### src/rtl/mac_pool_engine.sv
// Streaming dot-product / max-pool engine: accumulates LANES-wide beats into one
// shifted, saturated, optionally ReLU'd IntSize result per vector.
module mac_pool_engine #(
    parameter int unsigned LANES    = 5,
    parameter int unsigned IntSize  = 8,
    parameter int unsigned AccSize  = 24,
    parameter int unsigned MaxBeats = 5
) (
    input  logic                       i_clk,
    input  logic                       i_rst,
    input  logic                       i_mode,
    input  logic                       i_relu_en,
    input  logic [$clog2(AccSize)-1:0] i_shift,
    input  logic                       i_in_valid,
    output logic                       o_in_ready,
    input  logic                       i_in_last,
    input  logic [LANES*IntSize-1:0]   i_in1,
    input  logic [LANES*IntSize-1:0]   i_in2,
    output logic                       o_out_valid,
    input  logic                       i_out_ready,
    output logic [IntSize-1:0]         o_out,
    output logic                       o_len_err,
    output logic                       o_busy
);

    localparam int unsigned ShW   = $clog2(AccSize);
    localparam int unsigned CntW  = $clog2(MaxBeats + 1);
    localparam int unsigned ProdW = 2 * IntSize;
    localparam logic signed [AccSize-1:0] SatMax = AccSize'((1 << (IntSize - 1)) - 1);
    localparam logic signed [AccSize-1:0] SatMin = ~SatMax;

    typedef enum logic {
        ST_IDLE,
        ST_ACCUM
    } state_t;

    state_t                     r_state;
    state_t                     w_state_next;
    logic                       r_mode;
    logic                       r_relu;
    logic [ShW-1:0]             r_shift;
    logic signed [AccSize-1:0]  r_acc;
    logic signed [IntSize-1:0]  r_max;
    logic [CntW-1:0]            r_cnt;
    logic [IntSize-1:0]         r_out;
    logic                       r_out_valid;
    logic                       r_len_err;
    logic                       r_busy;

    logic signed [IntSize-1:0]  w_a;
    logic signed [IntSize-1:0]  w_b;
    logic signed [ProdW-1:0]    w_prod;
    logic signed [AccSize-1:0]  w_prod_sum;
    logic signed [IntSize-1:0]  w_lane_max;
    logic                       w_accept;
    logic                       w_first;
    logic                       w_mode;
    logic                       w_relu;
    logic [ShW-1:0]             w_shift;
    logic signed [AccSize-1:0]  w_acc_next;
    logic signed [IntSize-1:0]  w_max_next;
    logic [CntW-1:0]            w_cnt_next;
    logic                       w_at_max;
    logic                       w_end;
    logic                       w_len_err;
    logic signed [AccSize-1:0]  w_shifted;
    logic signed [IntSize-1:0]  w_res;

    // Per-beat lane reduction: sum of signed products and max of data lanes.
    always_comb begin
        w_a        = '0;
        w_b        = '0;
        w_prod     = '0;
        w_prod_sum = '0;
        w_lane_max = $signed(i_in1[IntSize-1:0]);
        for (int k = 0; k < int'(LANES); k++) begin
            w_a        = $signed(i_in1[k*IntSize +: IntSize]);
            w_b        = $signed(i_in2[k*IntSize +: IntSize]);
            w_prod     = w_a * w_b;
            w_prod_sum = w_prod_sum + AccSize'(w_prod);
            if (w_a > w_lane_max) begin
                w_lane_max = w_a;
            end
        end
    end

    assign o_in_ready = !r_out_valid || i_out_ready;
    assign w_accept   = i_in_valid && o_in_ready;
    assign w_first    = (r_state == ST_IDLE);

    // Configuration comes straight from the ports on the first beat, from the latch afterwards.
    assign w_mode     = w_first ? i_mode    : r_mode;
    assign w_relu     = w_first ? i_relu_en : r_relu;
    assign w_shift    = w_first ? i_shift   : r_shift;
    assign w_acc_next = w_first ? w_prod_sum : r_acc + w_prod_sum;
    assign w_max_next = (w_first || (w_lane_max > r_max)) ? w_lane_max : r_max;
    assign w_cnt_next = w_first ? CntW'(1) : r_cnt + CntW'(1);
    assign w_at_max   = (w_cnt_next == CntW'(MaxBeats));
    assign w_end      = w_accept && (i_in_last || w_at_max);
    assign w_len_err  = w_at_max && !i_in_last;
    assign w_shifted  = w_acc_next >>> w_shift;

    always_comb begin
        w_res = '0;
        if (w_mode) begin
            w_res = w_max_next;
        end else if (w_shifted > SatMax) begin
            w_res = {1'b0, {(IntSize-1){1'b1}}};
        end else if (w_shifted < SatMin) begin
            w_res = {1'b1, {(IntSize-1){1'b0}}};
        end else begin
            w_res = w_shifted[IntSize-1:0];
        end
        if (w_relu && w_res[IntSize-1]) begin
            w_res = '0;
        end
    end

    always_comb begin
        w_state_next = r_state;
        if (w_accept) begin
            w_state_next = w_end ? ST_IDLE : ST_ACCUM;
        end
    end

    always_ff @(posedge i_clk) begin
        if (i_rst) begin
            r_state     <= ST_IDLE;
            r_busy      <= 1'b0;
            r_mode      <= 1'b0;
            r_relu      <= 1'b0;
            r_shift     <= '0;
            r_acc       <= '0;
            r_max       <= '0;
            r_cnt       <= '0;
            r_out       <= '0;
            r_out_valid <= 1'b0;
            r_len_err   <= 1'b0;
        end else begin
            r_state <= w_state_next;
            r_busy  <= (w_state_next == ST_ACCUM);
            if (w_accept) begin
                if (w_first) begin
                    r_mode  <= i_mode;
                    r_relu  <= i_relu_en;
                    r_shift <= i_shift;
                end
                r_acc <= w_acc_next;
                r_max <= w_max_next;
                r_cnt <= w_end ? '0 : w_cnt_next;
            end
            // A load always wins over a consume: w_end implies the slot is free or draining.
            if (w_end) begin
                r_out       <= w_res;
                r_out_valid <= 1'b1;
                r_len_err   <= w_len_err;
            end else if (r_out_valid && i_out_ready) begin
                r_out_valid <= 1'b0;
            end
        end
    end

    assign o_out       = r_out;
    assign o_out_valid = r_out_valid;
    assign o_len_err   = r_len_err;
    assign o_busy      = r_busy;

endmodule

### config.mk
export PLATFORM = sky130hd
export DESIGN_NAME = mac_pool_engine
export DESIGN_NICKNAME = d
export VERILOG_FILES = /design/src/rtl/mac_pool_engine.sv
export SDC_FILE = /design/constraint.sdc
export NUM_CORES = 1
export LEC_CHECK = 0
export CAP_MARGIN = 30
export CORE_MARGIN = 1
export CORE_UTILIZATION = 65
export CTS_BUF_LIST = sky130_fd_sc_hd__clkbuf_4 sky130_fd_sc_hd__clkbuf_8
export CTS_CLUSTER_DIAMETER = 50
export CTS_CLUSTER_SIZE = 14
export DETAILED_ROUTE_END_ITERATION = 8
export GPL_TIMING_DRIVEN = 0
export PLACE_DENSITY = 0.85
export SYNTH_ARGS = -nofsm -noshare
export SYNTH_HDL_FRONTEND = slang
export SYNTH_SLANG_ARGS = --single-unit
### constraint.sdc
create_clock -name i_clk -period 16.7 [get_ports i_clk]
set_input_delay 3.34 -clock i_clk [delete_from_list [all_inputs] [get_ports i_clk]]
set_output_delay 3.34 -clock i_clk [all_outputs]
set_load 0.1 [all_outputs]
==> results.py <==
metrics = {
    "clock_network": {
        "clk_latency_ns": 0.34,
        "postCtsHoldBufs": 0,
        "ctsLongestPathBuffers": 2,
        "tritoncts": "built",
        "clock_sinks": 53,
        "cts.reportedPaths.clkPinSlew_ns": 0.12,
        "cts.repair.resized": 0,
        "cts_inserted_buffers": 5,
        "post-cts-setup-buffers": 0,
        "cts-htree-levels": 2,
        "root_driver": "clkbuf_8",
    },
    "synth": {
        "syn_avg_cell_area_sq_um": 8.71,
        "yosys_register_bits": 53,
        "synthArstFlopShare": 0,
        "syn-cell-area_sq_um": 21700,
        "synth_area_leaders": "fa_1, ha_1, inv_1",
        "syn_nets": 3198,
        "netlist-cell-type-count": 105,
        "synth-seq-area-share": 0.0489,
        "number_of_synthesized_flops_with_an_enable_pin": 0,
        "flip_flop_cell_with_the_highest_count_after_synthesis": "dfxtp_1",
        "netlist_instances": 2491,
        "synth_area_leader": "fa_1",
        "synth-warning-count": 0,
        "synth_top_area_share": 0.390,
    },
    "routing": {
        "drt-total-wl_mm": 70.0,
        "detailroute.via_count": 19200,
        "remaining_design_rule_violation_count": 0,
        "via_per_inst": 6.32,
        "drtIter0Drc": 2272,
        "routed_wire_length_per_instance_um": 23.0,
        "drtAntennaViolNets": 0,
        "number_of_detailed_routing_iterations_run_before_antenna_repair": 6,
    },
    "sta": {
        "final-setup-viol-count": 0,
        "max_slew_margin": 0.315,
        "final_critical_period_ns": 15.67,
        "worst_pin_slew_ns": 1.03,
        "slew_viol_final": 0,
        "fmax_mhz": 63.8,
        "rsz0062_at_grt": "false",
        "hold_viol": 0,
        "fin_tns_setup_ns": 0,
        "timing.final.crit_share": 0.939,
        "skew_ns": 0.00911,
    },
    "floorplanning": {
        "width_of_the_die_um": 185,
        "die-area_sq_um": 34100,
        "floorplan.io_pins": 104,
        "dieHeight_um": 185,
        "initial_core_util": 0.664,
        "design.core.area_sq_um": 32700,
        "num_rows": 66,
    },
    "placement": {
        "hpwl_mm": 59.6,
        "routability_congestion": 1.00,
        "place.detailed.instances": 3028,
        "portBuffers": 94,
    },
    "global_routing": {
        "global_routing_met3_resource_utilization": 0.0984,
        "grt.busiest_layer": "met2",
        "grt_util_all_layers": 0.425,
        "grt.met2_usage": 0.635,
        "global_route_wire_length_before_repair_mm": 109,
        "grt_antenna_before_repair": 2,
        "overflow": 0,
        "grt_start_max_net_pins": 19,
        "global_route.usage.met1": 0.613,
        "grt_pass1_vias": 19600,
    },
    "setup_path": {
        "setup_crit_path_kind": "in2reg",
        "cp-end-kind": "register",
        "critical_path_peak_fanout": 10,
        "critical_path.max_stage_delay_ns": 0.88,
        "cp-start-kind": "primary input",
        "regToRegSetupSlack_ns": 11.24,
        "cpMaxStageDelayCell": "clkdlybuf4s50_1",
        "cp.arrival_ns": 15.88,
        "crit_required_ns": 16.90,
        "critPathMostFrequentCell": "o21ai_0",
    },
    "finish": {
        "layout-area-overhead-vs-synth_pct": 7.40,
        "final_layout_size_suffix_gt1_frac": 0.0382,
        "final_cell_count_no_fill": 3038,
        "layout_common_cells": "inv_1, fa_1, nand2_1, ha_1, and2_1",
        "num-nets-final": 3300,
        "final_common_cell": "inv_1",
    },
    "run": {
        "timing.max_cap.violations": 0,
    },
    "run_status": {
        "status": "finished, final reports clean",
    },
    "min_path": {
        "type_of_the_worst_min_delay_path": "reg2reg",
    },
}
[flip-flops by register name (all words and copies together) (netlist names)]
signal and count:
o_busy 1, o_len_err 1, o_out 8, o_out_valid 1, r_acc 24, r_cnt 3
r_max 8, r_mode 1, r_relu 1, r_shift 5
[stage by stage]
| step | setup slack [ns] | hold WS [ns] | area (sq um) | utilization |
|---|---|---|---|---|
| floorplan | 3.46 | 0.454 | 21700 | - |
| global placement | 1.28 | 0.471 | 23200 | 0.709 |
| detailed placement | 0.827 | 0.475 | 23200 | 0.709 |
| CTS | 1.13 | 0.493 | 23300 | 0.712 |
| global route | 0.182 | 0.507 | 23300 | 0.713 |
| finish | 1.03 | 0.503 | 23300 | 0.713 |
[cells in the mapped netlist, drive strengths merged (11+ instances only)]
| cell | number |
|---|---|
| a211oi | 46 |
| a21o | 13 |
| a21oi | 87 |
| a31oi | 18 |
| and2 | 181 |
| buf | 25 |
| clkbuf | 60 |
| dfxtp | 53 |
| fa | 423 |
| ha | 192 |
| inv | 518 |
| mux2 | 16 |
| mux2i | 39 |
| nand2 | 216 |
| nand2b | 12 |
| nand3 | 38 |
| nand4 | 22 |
| nor2 | 152 |
| nor2b | 15 |
| nor3 | 33 |
| o211ai | 20 |
| o21a | 22 |
| o21ai | 85 |
| xnor2 | 23 |
| xor2 | 11 |
[area by class of cell]
cell class	count	area, sq um
clock buffers	5	68.8
multi-input cells	1833	18300
plain buffers	85	365
repair buffers	95	948
well taps	442	553
clock inverters	3	26.3
diodes	2	5.00
fillers	2413	9400
inverters	520	1950
flip-flops and latches	53	1060
[per-layer routing]
layer | share of wire | wire length, um | vias to the layer above
li1 | - | - | 8239
met1 | 0.40 | 28100 | 9500
met2 | 0.43 | 29900 | 1275
met3 | 0.14 | 9470 | 194
met4 | 0.035 | 2480 | 0
met5 | 0 | 0 | -
[critical path, delay by kind of cell]
family	cells	cell delay, ns
compound gates	29	6.36
fa+ha+maj	5	1.71
mux	2	0.81
buf+inv	4	1.95
simple gates	12	1.70
[cell families after synthesis]
group | share of synthesized area
fa+ha+maj | 0.501
buf+inv | 0.107
xor+xnor | 0.0148
compound gates | 0.137
simple gates | 0.164
mux | 0.0279
flops | 0.0489
[path summary, 6_finish.rpt]
kind	end	from	cells after the start
max	o_out[1]$_SDFFE_PP0P_	i_in1[1]	52
min	o_out[7]$_SDFFE_PP0P_	o_out[7]$_SDFFE_PP0P_	2
max reg2reg	o_out[2]$_SDFFE_PP0P_	o_busy$_SDFFE_PP0P_	16
min reg2reg	o_out[7]$_SDFFE_PP0P_	o_out[7]$_SDFFE_PP0P_	2
Power is not shown: default switching activity piles up to over one toggle a cycle in this logic, so the estimate is an artifact.
